<file path="config.mk">
export PLATFORM = sky130hd
export DESIGN_NAME = clk_div_multi_flat
export DESIGN_NICKNAME = d
export VERILOG_FILES = /design/src/rtl/clk_div_pkg.sv /design/src/rtl/clk_div_multi_if.sv /design/src/rtl/clk_div_ch.sv /design/src/rtl/clk_div_multi.sv /design/src/flat_wrapper.sv
export SDC_FILE = /design/constraint.sdc
export NUM_CORES = 1
export LEC_CHECK = 0
export BUFFER_PORTS_ARGS = -buffer_cell sky130_fd_sc_hd__buf_2
export CORE_MARGIN = 5
export CORE_UTILIZATION = 55
export CTS_CLUSTER_SIZE = 16
export DETAILED_ROUTE_END_ITERATION = 8
export PLACE_DENSITY = 0.83
export REMOVE_ABC_BUFFERS = 1
export SLEW_MARGIN = 30
export SYNTH_ARGS = -nofsm -noshare
export SYNTH_HDL_FRONTEND = slang
export SYNTH_SLANG_ARGS = --single-unit
</file>
<file path="constraint.sdc">
create_clock -name clk -period 7.46 [get_ports clk]
set_clock_uncertainty 0.05 [all_clocks]
set_input_delay 0.746 -clock clk [delete_from_list [all_inputs] [get_ports clk]]
set_output_delay 0.746 -clock clk [all_outputs]
set_load 0.01 [all_outputs]
</file>
<file path="src/rtl/clk_div_pkg.sv">
// clk_div_pkg: shared constants, ratio type and channel-index width helper for clk_div_multi
package clk_div_pkg;
  localparam int DIV_W_DEF = 8;
  localparam int DEF_DIV_DEF = 20;
  typedef logic [DIV_W_DEF-1:0] div_t;
  function automatic int ch_w(input int n);
    return (n > 2) ? $clog2(n) : 1;
  endfunction
endpackage

</file>
<file path="src/rtl/clk_div_multi_if.sv">
// clk_div_multi_if: run enable, ratio write handshake and per-channel outputs of clk_div_multi
// CLKDIV_PHASE_EN adds cfg_phase
interface clk_div_multi_if import clk_div_pkg::*; #(
  parameter int NUM_CH = 4,
  parameter int DIV_W = DIV_W_DEF
);
  localparam int CH_W = ch_w(NUM_CH);
  logic en, cfg_valid, cfg_ready;
  logic [CH_W-1:0] cfg_ch;
  logic [DIV_W-1:0] cfg_div;
`ifdef CLKDIV_PHASE_EN
  logic [DIV_W-1:0] cfg_phase;
`endif
  logic [NUM_CH-1:0] tick, clk_out, locked;
  modport master (
    output en, cfg_valid, cfg_ch, cfg_div,
`ifdef CLKDIV_PHASE_EN
    cfg_phase,
`endif
    input cfg_ready, tick, clk_out, locked
  );
  modport slave (
    input en, cfg_valid, cfg_ch, cfg_div,
`ifdef CLKDIV_PHASE_EN
    cfg_phase,
`endif
    output cfg_ready, tick, clk_out, locked
  );
endinterface

</file>
<file path="src/rtl/clk_div_ch.sv">
// clk_div_ch: one divider channel; new ratios wait in a shadow until the period boundary
// CLKDIV_PHASE_EN adds a start phase loaded into the counter on apply
module clk_div_ch import clk_div_pkg::*; #(
  parameter int DIV_W = DIV_W_DEF,
  parameter int DEF_DIV = DEF_DIV_DEF
) (
  input  logic clk,
  input  logic rst_n,
  input  logic run_i,
  input  logic wr_i,
  input  logic [DIV_W-1:0] div_i,
`ifdef CLKDIV_PHASE_EN
  input  logic [DIV_W-1:0] phase_i,
`endif
  output logic tick_o,
  output logic clk_out_o,
  output logic locked_o,
  output logic pend_o
);
  logic [DIV_W-1:0] cnt_q, cnt_d, div_q, div_d, sh_q, sh_d, ld, half;
  logic pend_q, pend_d, lock_q, lock_d, active, wrap, apply, arm;
`ifdef CLKDIV_PHASE_EN
  logic [DIV_W-1:0] ph_q;
  logic arm_q;
  assign ld = ph_q < sh_q ? ph_q : '0;
  assign arm = arm_q;
  // arm marks that the counter is period-aligned, so the next wrap closes a full period
  always_ff @(posedge clk or negedge rst_n)
    if (!rst_n) begin
      ph_q <= '0;
      arm_q <= 1'b1;
    end else begin
      if (wr_i) ph_q <= phase_i;
      arm_q <= apply ? ld == '0 : !active || arm_q || wrap;
    end
`else
  assign ld = '0;
  assign arm = 1'b1;
`endif
  always_comb begin
    active = run_i && div_q != '0;
    wrap = active && cnt_q == div_q - DIV_W'(1);
    apply = pend_q && (wrap || !active);
    cnt_d = apply ? ld : (wrap || !active) ? '0 : cnt_q + DIV_W'(1);
    div_d = apply ? sh_q : div_q;
    sh_d = wr_i ? div_i : sh_q;
    pend_d = wr_i || (pend_q && !apply);
    lock_d = !apply && active && (lock_q || (wrap && arm));
  end
  always_ff @(posedge clk or negedge rst_n)
    if (!rst_n) begin
      cnt_q <= '0;
      div_q <= DIV_W'(DEF_DIV);
      sh_q <= DIV_W'(DEF_DIV);
      pend_q <= 1'b0;
      lock_q <= 1'b0;
    end else begin
      cnt_q <= cnt_d;
      div_q <= div_d;
      sh_q <= sh_d;
      pend_q <= pend_d;
      lock_q <= lock_d;
    end
  // widened so N at full scale does not overflow the ceil(N/2) threshold
  assign half = DIV_W'(({1'b0, div_q} + (DIV_W+1)'(1)) >> 1);
  assign tick_o = active && cnt_q == '0;
  assign clk_out_o = active && cnt_q < half;
  assign locked_o = lock_q && active;
  assign pend_o = pend_q;
endmodule

</file>
<file path="src/rtl/clk_div_multi.sv">
// clk_div_multi: NUM_CH runtime-programmable clock-enable dividers behind a valid/ready ratio port
// CLKDIV_PHASE_EN adds a per-write start phase
module clk_div_multi import clk_div_pkg::*; #(
  parameter int NUM_CH = 4,
  parameter int DIV_W = DIV_W_DEF,
  parameter int DEF_DIV = DEF_DIV_DEF
) (
  input logic clk,
  input logic rst_n,
  clk_div_multi_if.slave bus
);
  localparam int CH_W = ch_w(NUM_CH);
  localparam int PW = 1 << CH_W;
  logic run_q;
  logic [NUM_CH-1:0] pend;
  logic [PW-1:0] pend_x;
  // out-of-range channels read as never pending, so their writes are accepted and dropped
  assign pend_x = PW'(pend);
  assign bus.cfg_ready = ~pend_x[bus.cfg_ch];
  always_ff @(posedge clk or negedge rst_n)
    if (!rst_n) run_q <= 1'b0;
    else run_q <= bus.en;
  for (genvar i = 0; i < NUM_CH; i++) begin : g_ch
    clk_div_ch #(.DIV_W(DIV_W), .DEF_DIV(DEF_DIV)) u_ch (
      .clk(clk),
      .rst_n(rst_n),
      .run_i(run_q),
      .wr_i(bus.cfg_valid && bus.cfg_ready && bus.cfg_ch == CH_W'(i)),
      .div_i(bus.cfg_div),
`ifdef CLKDIV_PHASE_EN
      .phase_i(bus.cfg_phase),
`endif
      .tick_o(bus.tick[i]),
      .clk_out_o(bus.clk_out[i]),
      .locked_o(bus.locked[i]),
      .pend_o(pend[i])
    );
  end
endmodule

</file>
<file path="src/flat_wrapper.sv">
// flat-port wrapper written by rule: the top's interface ports become plain ports
module clk_div_multi_flat import clk_div_pkg::*;
#(
  parameter int NUM_CH = 4,
  parameter int DIV_W = DIV_W_DEF,
  parameter int DEF_DIV = DEF_DIV_DEF
)
  (clk, rst_n, bus_en, bus_cfg_valid, bus_cfg_ch, bus_cfg_div, bus_cfg_ready, bus_tick, bus_clk_out, bus_locked);
  clk_div_multi_if #(.NUM_CH(NUM_CH), .DIV_W(DIV_W)) bus_i ();
  input logic clk;
  input logic rst_n;
  input wire logic [$bits(bus_i.en)-1:0] bus_en;
  input wire logic [$bits(bus_i.cfg_valid)-1:0] bus_cfg_valid;
  input wire logic [$bits(bus_i.cfg_ch)-1:0] bus_cfg_ch;
  input wire logic [$bits(bus_i.cfg_div)-1:0] bus_cfg_div;
  output wire logic [$bits(bus_i.cfg_ready)-1:0] bus_cfg_ready;
  output wire logic [$bits(bus_i.tick)-1:0] bus_tick;
  output wire logic [$bits(bus_i.clk_out)-1:0] bus_clk_out;
  output wire logic [$bits(bus_i.locked)-1:0] bus_locked;
  assign bus_i.en = bus_en;
  assign bus_i.cfg_valid = bus_cfg_valid;
  assign bus_i.cfg_ch = bus_cfg_ch;
  assign bus_i.cfg_div = bus_cfg_div;
  assign bus_cfg_ready = bus_i.cfg_ready;
  assign bus_tick = bus_i.tick;
  assign bus_clk_out = bus_i.clk_out;
  assign bus_locked = bus_i.locked;
  clk_div_multi #(.NUM_CH(NUM_CH), .DIV_W(DIV_W), .DEF_DIV(DEF_DIV)) u_core (.clk(clk), .rst_n(rst_n), .bus(bus_i));
endmodule
</file>
==> key figures, run 1 <==
Timing
  – Rel. slew slack: 47.03%
  – Maximum operating frequency: 292.1 MHz
  – Tcrit/Tclk final: 45.90%
  – Min Tclk post-route: 3.424 ns
  – RSZ-0062 raised after global routing: no
  – Hold Vio Cnt, Final: 0
  – Final setup fails: 0
  – Fin Setup TNS: 0 ns
  – Max Slew Vio Count: 0
  – Final Worst Setup Slack: 4.036 ns
  – Worst Tran Pin Value: 0.7879 ns

Hold path
  – Worst Hold Class: in2async

Power
  – LEAKAGE: 3.178 nW
  – Sequential share of power: 42.4%
  – Clock power frac: 18.4%
  – Combinational Power Share: 39.1%
  – Power Density: 341.6 nW/um^2
  – Worst vdd ir: 0.1431 mV
  – Net Switching: 0.0009532 W
  – Switching share of power: 39.41%
  – Internal Power: 0.001465 W

Drt
  – Post-route DRC violation count: 0
  – Post-route ant nets: 0
  – Final wirelength: 13540 microns
  – Total iterations of the first detailed-routing run: 4
  – Routed WL per cell: 17.29 microns
  – DR vias: 4678
  – DRT iter0 DRCs: 259
  – Average vias per placed instance: 5.974

GRT
  – M1 GR Usage: 25.88%
  – Vias in the first global route: 4923
  – First-pass GRT wire length: 23730 microns
  – Routing usage on met3: 3.508%
  – Gr ovfl total: 0
  – Total GRT Usage: 20.01%
  – Antenna violations before repair: 2
  – Global Route met2 Usage: 33.81%
  – Largest net degree at the start of global routing: 61
  – Layer with the highest usage: met2

Yosys
  – Syn_area_per_cell: 10.58 sq um
  – Warning count from the yosys run: 0
  – #FFs+latches synth: 105
  – Number of synthesized flops with an enable pin: 0
  – Cells after Synth: 635
  – Yosys cell types: 73
  – Async SR Flop Fraction: 100.0%
  – Main synth FF type: dfrtp_1
  – Netlist Area Pre-Place: 6718 sq um
  – Part of the Yosys area used for sequential elements: 39.41%

Clocking
  – # clock sinks: 105
  – Clock tree buffer depth: 2
  – H-tree depth: 3
  – Post-cts resize count: 0
  – Clock Pin Slew Worst Setup and Hold Paths: 0.07 ns
  – Root buf cell: clkbuf_16
  – Post-CTS Setup Inserts: 0
  – CTS tree: yes
  – CTS Buf Count: 9
  – Post-CTS Hold Fix Bufs: 0
  – Worst-Skew Late Latency: 0.34 ns

Run
  – Max-cap viol count: 0

Critical path
  – Crit path arrival time: 2.63 ns
  – Crit end category: output port
  – Critical Path Source Type: flop
  – Setup CP Type: reg2out
  – Worst Path Required: 6.66 ns
  – Worst R2R Start: u_core.g_ch[0].u_ch.div_q[0]$_DFFE_PN0P_
  – Crit path max fanout: 8
  – CP startpoint: u_core.g_ch[3].u_ch.div_q[3]$_DFFE_PN0P_

Placed design
  – Worst slack, placed: 4.481 ns
  – DP Wirelength: 9487 microns
  – Final GP Congestion: 0.8852
  – # port buffers: 26

Floorplanning
  – Die width: 120.5 microns
  – Die Span Y: 120.5 microns
  – Floorplan core area: 12010 sq um
  – Starting Density: 55.93%
  – Die area: 14520 sq um
  – # rows: 40
  – Ports: 27

Cells and area
  – Fillers: 949
  – Nets: 687
  – Fraction of layout cells with a size suffix above 1: 18.93%
  – P&R area growth vs syn: 5.401%

Outcome
  – Status: completed
## synthesized netlist by cell type (5+ instances only)
library cell	number	share of area, %
mux2_4	8	1.8
buf_4	14	1.6
nand4_1	8	0.75
dfstp_2	16	6.3
xnor2_1	34	4.4
mux2_2	34	5.7
a21o_1	14	1.6
mux2_1	22	3.7
nor2_1	53	3.0
nand3_1	36	2.7
clkbuf_1	22	1.2
nand2_1	19	1.1
and2_1	5	0.47
and3_1	15	1.4
nor4b_1	6	0.78
nor3_1	16	1.2
xor2_1	50	6.5
dfrtp_1	89	33
buf_6	6	1.0
ha_1	44	8.2
inv_1	29	1.6
a21oi_1	8	0.60
## cell families (layout without fill, tap and decap cells)
logic type,after synthesis,count (layout),share of synthesized area [%]
xor+xnor,84,84,10.95
fa+ha+maj,44,44,8.195
buf+inv,74,73,5.606
other cells,0,2,0
compound gates,72,72,9.201
flops,105,105,39.41
simple gates,189,189,14.83
mux,67,67,11.81
## worst max-delay path, stage by stage (launching register included)
cell and delay [ns]:
dfrtp_1 0.49, nor3_1 0.52, nand3_1 0.21, o31ai_1 0.69, a211oi_1 0.11, o21a_1 0.14
buf_2 0.13
## area by class of cell
cell class | instances | area [sq um] | share of cell area [%]
diodes | 2 | 5.005 | 0.07068
clock buffers | 9 | 225.2 | 3.181
clock inverters | 7 | 55.05 | 0.7775
inverters | 29 | 108.9 | 1.537
multi-input cells | 456 | 3707 | 52.36
flip-flops and latches | 105 | 2648 | 37.39
well taps | 147 | 183.9 | 2.598
repair buffers | 28 | 147.6 | 2.085
## registers in the layout, summed over array words and instances (netlist names)
| name | cells |
|---|---|
| u_core.g_ch.u_ch.cnt_q | 32 |
| u_core.g_ch.u_ch.div_q | 32 |
| u_core.g_ch.u_ch.sh_q | 32 |
| u_core.g_ch.u_ch.lock_q | 4 |
| u_core.g_ch.u_ch.pend_o | 4 |
| u_core.run_q | 1 |
## per-layer routing
layer / wire length [microns] / up-vias / share of wire [%]
met1: 5819 / 2351 / 43
li1: - / 2192 / -
met2: 6880 / 110 / 51
met5: 0 / - / 0
met3: 620 / 25 / 4.6
met4: 219 / 0 / 1.6
## per-stage QoR
| step | power (W) | cell area (sq um) | instances | utilization [%] | hold WS [ns] |
|---|---|---|---|---|---|
| 4_1_cts | 0.002422 | 7067 | 781 | 58.83 | 0.3638 |
| 2_1_floorplan | 0.001698 | 6450 | 590 | - | 0.4004 |
| 6_report | 0.002419 | 7081 | 783 | 58.95 | 0.3452 |
| 3_3_place_gp | 0.001868 | 6782 | 765 | 56.46 | 0.4143 |
| 5_1_grt | 0.002602 | 7078 | 782 | 58.93 | 0.3945 |
| 3_5_place_dp | 0.001943 | 6787 | 765 | 56.50 | 0.4180 |
## placed cells by master, fill, tap and decap left out, types with 22 or more instances in the layout
cell,count
dfrtp_1,89
inv_1,29
nor2_1,53
mux2_1,22
nand3_1,36
mux2_2,34
buf_2,25
xnor2_1,34
ha_1,44
xor2_1,50
## power groups by stage
stage / logic, W / clock network (W) / registers (W)
after floorplan: 0.000749 / 0 / 0.000949
after global placement: 0.000859 / 0 / 0.00101
after detailed placement: 0.000916 / 0 / 0.00103
after CTS: 0.000949 / 0.000455 / 0.00102
after global routing: 0.00106 / 0.000484 / 0.00106
final: 0.000946 / 0.000446 / 0.00103
## final timing paths
path                            slack, ns  cells past startpoint                                       end
worst max-delay path                 4.04                      6                            bus_clk_out[3]
worst min-delay path                 0.35                      1    u_core.g_ch[3].u_ch.cnt_q[2]$_DFF_PN0_
worst max register to register       4.47                      8    u_core.g_ch[0].u_ch.cnt_q[5]$_DFF_PN0_
worst min register to register       0.43                      1  u_core.g_ch[3].u_ch.div_q[3]$_DFFE_PN0P_
max in group asynchronous            5.84                      2    u_core.g_ch[1].u_ch.cnt_q[5]$_DFF_PN0_
min in group clk                     0.43                      1  u_core.g_ch[3].u_ch.div_q[3]$_DFFE_PN0P_
No activity file was read; power rests on OpenSTA's default activity.
==> run 2, diff against run 1 <==
Settings changed: ABC_AREA set to 1, PLACE_DENSITY 0.83 to 0.86.
Clock period 7.46 ns to 3.11 ns, I/O delays scaled along.
==> run 2 against run 1 <==
Net effect: the run now ends with hold timing left; sequential cell count unchanged; die area grew 1.5%; worst setup slack got worse by 3.8 ns; design area grew 2.9%; critical path depth up 4; global-route usage down 0.23 points; count of clock-buffer cells in the layout increased by 2; hold slack got worse by 0.39 ns.
==> key figures, run 2 <==
Yosys
  – Part of the Yosys area used for sequential elements: 38.77%
  – Warning count from the yosys run: 0
  – Syn_area_per_cell: 7.588 sq um
  – Most frequent cell after synthesis: nand2_1
  – Synth area leader: dfrtp_1
  – #FFs+latches synth: 105
  – Most frequent cells after synthesis: nand2_1, inv_1, dfrtp_1
  – Number of synthesized flops with an enable pin: 0
  – Top area cells in the synthesized netlist: dfrtp_1, nand2_1, ha_1, inv_1, dfstp_2
  – Cells after Synth: 900
  – Main synth FF type: dfrtp_1
  – Netlist Area Pre-Place: 6829 sq um
  – Yosys cell types: 37
  – Yosys top cell area share: 32.61%
  – Async SR Flop Fraction: 100.0%

Drt
  – Total iterations of the first detailed-routing run: 5
  – Post-route ant nets: 0
  – DR vias: 5663
  – Final wirelength: 13930 microns
  – DRT iter0 DRCs: 397
  – Average vias per placed instance: 5.253
  – Routed WL per cell: 12.92 microns
  – Post-route DRC violation count: 0

Cells and area
  – Regs by FF count: u_core.g_ch.u_ch.cnt_q x32, u_core.g_ch.u_ch.div_q x32, u_core.g_ch.u_ch.sh_q x32
  – Fraction of layout cells with a size suffix above 1: 9.780%
  – Nets: 963
  – Area of the multi-input gates: 3547 sq um
  – P&R area growth vs syn: 6.669%
  – Register area: 2648 sq um
  – Most frequent cells in the layout: nand2_1, inv_1, dfrtp_1
  – Commonest non-fill, non-tap cell in the layout: nand2_1
  – Fillers: 1094
  – # diodes: 0

Floorplanning
  – Starting Density: 56.38%
  – Die area: 14750 sq um
  – # rows: 40
  – Die Span Y: 121.4 microns
  – Ports: 27
  – Die width: 121.4 microns
  – Floorplan core area: 12110 sq um

Clocking
  – CTS tree: yes
  – H-tree depth: 3
  – Root buf cell: clkbuf_16
  – Clock Pin Slew Worst Setup and Hold Paths: 0.07 ns
  – CTS Buf Count: 9
  – Clock tree buffer depth: 2
  – # clock sinks: 105
  – Worst-Skew Late Latency: 0.35 ns

Critical path
  – Reg-to-reg setup timing slack: 0.69 ns
  – Crit end category: output port
  – Reg2Reg Depth: 13
  – Critical Path Source Type: flop
  – Setup CP Type: reg2out
  – Worst R2R Start: u_core.g_ch[0].u_ch.div_q[0]$_DFFE_PN0P_
  – Crit path max fanout: 6
  – CP startpoint: u_core.g_ch[0].u_ch.div_q[2]$_DFFE_PN1P_
  – Critical Path End: bus_clk_out[0]
  – Worst Path Required: 2.75 ns
  – Crit path arrival time: 2.55 ns
  – R2R Path End: u_core.g_ch[0].u_ch.div_q[5]$_DFFE_PN0P_

Timing
  – Rel. slew slack: 52.02%
  – Hold Vio Cnt, Final: 45
  – Tcrit/Tclk final: 93.56%
  – Max Slew Vio Count: 0
  – Final setup fails: 0
  – Maximum operating frequency: 343.7 MHz
  – RSZ-0062 raised after global routing: no
  – Fin Setup TNS: 0 ns
  – Worst Tran Pin Value: 0.7198 ns
  – Min Tclk post-route: 2.910 ns
  – Hold slack: -0.03984 ns

Power
  – LEAKAGE: 3.677 nW
  – Clock power frac: 18.6%
  – Switching share of power: 43.54%
  – Internal Power: 0.003445 W
  – Net Switching: 0.002657 W
  – Sequential share of power: 37.3%
  – Power Density: 837.6 nW/um^2
  – Combinational Power Share: 44.1%
  – Worst vdd ir: 0.3755 mV

Outcome
  – Violated checks: hold timing
  – Status: finished with violations

Placed design
  – # port buffers: 26
  – Final GP Congestion: 0.9160
  – DP Wirelength: 10090 microns

GRT
  – Total GRT Usage: 19.78%
  – Vias in the first global route: 5339
  – First-pass GRT wire length: 24020 microns
  – Largest net degree at the start of global routing: 58
  – Gr ovfl total: 0
  – Antenna violations before repair: 1

Hold path
  – Worst Hold Class: in2async

Run
  – Max-cap viol count: 0
## run 2: cell types whose count changed after synthesis, moves of 20 or more
cell	change
xnor2_1	-20
clkbuf_1	-20
mux2_2	-34
nand2_1	+218
o21ai_0	+20
inv_1	+87
mux2_1	-22
nor2_1	+27
nand3_1	+48
## run 2: stage by stage
stage	total power (W)	util, %	std cells	instance area (sq um)	worst slack (ns)
global route	0.006678	60.14	1078	7284	0.02390
detailed placement	0.004913	57.39	1062	6950	0.4651
global placement	0.004800	57.39	1062	6950	0.5706
floorplan	0.004260	-	866	6593	0.6865
finish	0.006101	60.14	1078	7284	0.2001
CTS	0.006074	59.77	1078	7239	0.02569
## run 2: worst min-delay path by stage
stage	from	endpoint	slack (ns)	cells past startpoint
3_3_place_gp	rst_n	u_core.g_ch[0].u_ch.cnt_q[2]$_DFF_PN0_	0.36	1
6_report	rst_n	u_core.g_ch[0].u_ch.cnt_q[0]$_DFF_PN0_	-0.04	1
4_1_cts	rst_n	u_core.g_ch[0].u_ch.cnt_q[0]$_DFF_PN0_	0.001	1
2_1_floorplan	rst_n	u_core.g_ch[0].u_ch.cnt_q[0]$_DFF_PN0_	-0.03	0
3_5_place_dp	rst_n	u_core.g_ch[0].u_ch.cnt_q[0]$_DFF_PN0_	0.37	1
5_1_grt	bus_en	u_core.run_q$_DFF_PN0_	0.02	1
## run 2: metal layers
layer  track usage, %  up-vias  routed length (microns)
li1                 -     2873                        -
met1            26.18     2647                     6438
met2            32.88      115                     6670
met3            2.890       26                      548
met4            7.353        2                      263
met5                0        -                       13
## run 2: cells by family after synthesis
logic type                 Yosys count  share of synthesized area [%]
AOI/OAI and AO/OA                   84                          7.201
adders and majority gates           44                          8.062
DFF                                105                          38.77
xor gates and xnor gates            48                          6.156
buffers and inverters              152                          9.949
and+or+nand+nor                    467                          29.86
## run 2: worst max-delay path, cell delays in order (launching register included)
cell and delay, ns:
dfstp_2 0.59, inv_2 0.06, nor4_1 0.36, nand3_1 0.15, nor2_1 0.14, xor2_1 0.16, ha_1 0.24, nand2_1 0.09
o21ai_0 0.09, nor3_1 0.18, buf_2 0.16
## run 2: area by class of cell
| cell class | instances | share of cell area [%] |
|---|---|---|
| Clock buffer | 11 | 3.195 |
| Clock inverter | 5 | 0.7729 |
| Inverter | 118 | 6.080 |
| Multi-Input combinational cell | 643 | 48.69 |
| Sequential cell | 105 | 36.34 |
| Tap cell | 168 | 2.886 |
| Timing Repair Buffer | 28 | 2.027 |
## run 2: repair_timing
| action | CTS | global route |
|---|---|---|
| buffers inserted | 0 | 0 |
| setup endpoints to repair | 0 | 3 |
| resized for setup | 0 | 11 |
| hold buffers | 0 | 0 |
## run 2: power groups by stage
| stage | Clock, W | Combinational (W) | Sequential (W) |
|---|---|---|---|
| after floorplan | 0 | 0.00210 | 0.00216 |
| after global placement | 0 | 0.00253 | 0.00227 |
| after detailed placement | 0 | 0.00263 | 0.00229 |
| after CTS | 0.00115 | 0.00266 | 0.00226 |
| after global routing | 0.00120 | 0.00314 | 0.00234 |
| final | 0.00113 | 0.00269 | 0.00228 |
==> run 3, diff against run 2 <==
Settings changed: ABC_AREA 1 to 0, RECOVER_POWER set to 25.
==> run 3 against run 2 <==
Net effect: the flow finishes with violations (capacitance limit, slew limit); count of clock-buffer cells in the layout fell by 1; first-iteration DRC count fell by 24%; sequential cell count unchanged; register-to-register slack worse by 0.47 ns; power fell by 3.3%; fmax fell by 2.5%; via count shrank 17%; sequential share of layout area increased by 0.88 points; clock power barely moved; critical path type unchanged; largest cell class unchanged; largest power group is now registers.
==> key figures, run 3 (same netlist as run 1, synthesis figures left out) <==
Outcome
  – Status: finished with violations
  – Violated checks: capacitance limit, slew limit

Critical path
  – Crit path max fanout: 9
  – Worst R2R Start: u_core.g_ch[0].u_ch.div_q[1]$_DFFE_PN0P_
  – Reg-to-reg setup timing slack: 0.22 ns
  – Worst Path Required: 2.75 ns
  – Crit end category: output port
  – Critical Path Source Type: flop
  – Setup CP Type: reg2out
  – R2R Path End: u_core.g_ch[0].u_ch.cnt_q[7]$_DFF_PN0_
  – Reg2Reg Depth: 8
  – Crit path arrival time: 2.62 ns

Clocking
  – Clock Pin Slew Worst Setup and Hold Paths: 0.07 ns
  – Clock tree buffer depth: 2
  – Root buf cell: clkbuf_16
  – CTS tree: yes
  – Worst-Skew Late Latency: 0.36 ns
  – Post-CTS Setup Inserts: 0
  – CTS Buf Count: 9
  – H-tree depth: 3
  – # clock sinks: 105

Cells and area
  – Regs by FF count: u_core.g_ch.u_ch.cnt_q x32, u_core.g_ch.u_ch.div_q x32, u_core.g_ch.u_ch.sh_q x32
  – Commonest non-fill, non-tap cell in the layout: dfrtp_1
  – Fraction of layout cells with a size suffix above 1: 19.15%
  – Non-filler cells in the finished layout: 784
  – # diodes: 0
  – Nets: 690
  – Most frequent cells in the layout: dfrtp_1, nor2_1, xor2_1
  – P&R area growth vs syn: 5.886%

Floorplanning
  – # rows: 40
  – Die Span Y: 120.5 microns
  – Starting Density: 55.93%
  – Die width: 120.5 microns
  – Floorplan core area: 12010 sq um
  – Ports: 27
  – Die area: 14520 sq um

Timing
  – Final setup fails: 0
  – Tcrit/Tclk final: 95.93%
  – Maximum operating frequency: 335.2 MHz
  – Fin Setup TNS: 0 ns
  – Worst Tran Pin Value: 2.003 ns
  – Min Tclk post-route: 2.984 ns
  – Max Slew Vio Count: 84
  – Rel. slew slack: -33.56%
  – RSZ-0062 raised after global routing: no
  – Hold Vio Cnt, Final: 0

Drt
  – Total iterations of the first detailed-routing run: 5
  – Average vias per placed instance: 5.981
  – Met2 wire length: 7222 microns
  – Met3 Wirelength: 431 microns
  – DRT iter0 DRCs: 301
  – Final wirelength: 14300 microns
  – Post-route DRC violation count: 0
  – Top routing layer in use: met4
  – Met1 WL: 6217 microns
  – Routed WL per cell: 18.24 microns
  – DR vias: 4689
  – Post-route ant nets: 0

Placed design
  – Cell total after placement: 768
  – Final GP Congestion: 0.8473
  – # port buffers: 26
  – DP Wirelength: 9929 microns

Hold path
  – Worst Hold Class: in2reg
  – Hold Crit Depth: 1
  – Worst Hold End: u_core.run_q$_DFF_PN0_
  – HP Start: bus_en

Power
  – LEAKAGE: 3.210 nW
  – Worst vdd ir: 0.3442 mV
  – Power Density: 829.0 nW/um^2

GRT
  – Antenna violations before repair: 0
  – Vias in the first global route: 5015
  – Total GRT Usage: 20.93%
  – Gr ovfl total: 0
  – Largest net degree at the start of global routing: 84
  – First-pass GRT wire length: 24370 microns

Run
  – Max-cap viol count: 1
-- run 3: cell types whose count changed in the layout (fill, tap and decap cells not counted), moves of 20 or more --
cell	change
mux2_1	+22
inv_1	-86
nand2_1	-218
o21ai_0	-20
mux2_2	+34
nand3_1	-47
xnor2_1	+20
nor2_1	-25
-- run 3: repair_timing --
item	4_1_cts	5_1_grt
setup endpoints to repair	0	1
resized for setup	0	1
hold buffers	0	0
-- run 3: final cells by class --
type | instances | area (sq um)
clock buffer | 10 | 239.0
clock inverter | 6 | 60.06
fill | 926 | 4898
inverter | 29 | 108.9
multi-input combinational | 456 | 3707
sequential | 105 | 2648
tap | 147 | 183.9
timing repair buffer | 31 | 166.4
-- run 3: per-stage QoR --
step	hold WS, ns	setup WS [ns]	utilization, %	instance area (sq um)	total power, W
after global placement	0.3861	0.4269	56.65	6804	0.004487
after global routing	0.03644	0.02320	59.22	7113	0.006283
after CTS	0.01314	0.1281	59.14	7103	0.005898
after floorplan	-0.03459	0.5510	-	6450	0.004072
after detailed placement	0.3798	0.2998	56.65	6804	0.004689
final	0.01813	0.1264	59.22	7113	0.005897
-- run 3: layer usage --
metal	up-vias	GRT usage [%]
met4	0	11.47
li1	2194	-
met1	2347	25.96
met2	112	35.24
met3	36	2.900
met5	-	0
-- run 3: report_power, final --
group | leakage (nW) | total [W] | switching (W) | internal, W
clock | 0.147 | 0.00114 | 0.000554 | 0.000584
sequential | 1.30 | 0.00248 | 0.000690 | 0.00179
combinational | 1.77 | 0.00228 | 0.00110 | 0.00117
-- run 3: worst max-delay path: stages (launching register included) --
cell and delay (ns):
dfrtp_1 0.50, ha_1 0.33, xnor2_1 0.16, ha_1 0.30
a21o_1 0.15, a21o_1 0.17, a21o_1 0.18, a21oi_1 0.17
o211a_1 0.18, buf_2 0.13
-- run 3: worst max path at each step --
stage / endpoint / slack, ns / cells past startpoint / from
CTS: bus_clk_out[3] / 0.13 / 6 / u_core.g_ch[3].u_ch.div_q[3]$_DFFE_PN0P_
global route: bus_clk_out[1] / 0.02 / 9 / u_core.g_ch[1].u_ch.div_q[0]$_DFFE_PN0P_
finish: bus_clk_out[1] / 0.13 / 9 / u_core.g_ch[1].u_ch.div_q[0]$_DFFE_PN0P_
floorplan: u_core.g_ch[0].u_ch.div_q[0]$_DFFE_PN0P_ / 0.55 / 7 / u_core.g_ch[0].u_ch.div_q[0]$_DFFE_PN0P_
detailed placement: u_core.g_ch[0].u_ch.div_q[3]$_DFFE_PN0P_ / 0.30 / 7 / u_core.g_ch[0].u_ch.div_q[0]$_DFFE_PN0P_
global placement: u_core.g_ch[0].u_ch.div_q[0]$_DFFE_PN0P_ / 0.43 / 7 / u_core.g_ch[0].u_ch.div_q[0]$_DFFE_PN0P_
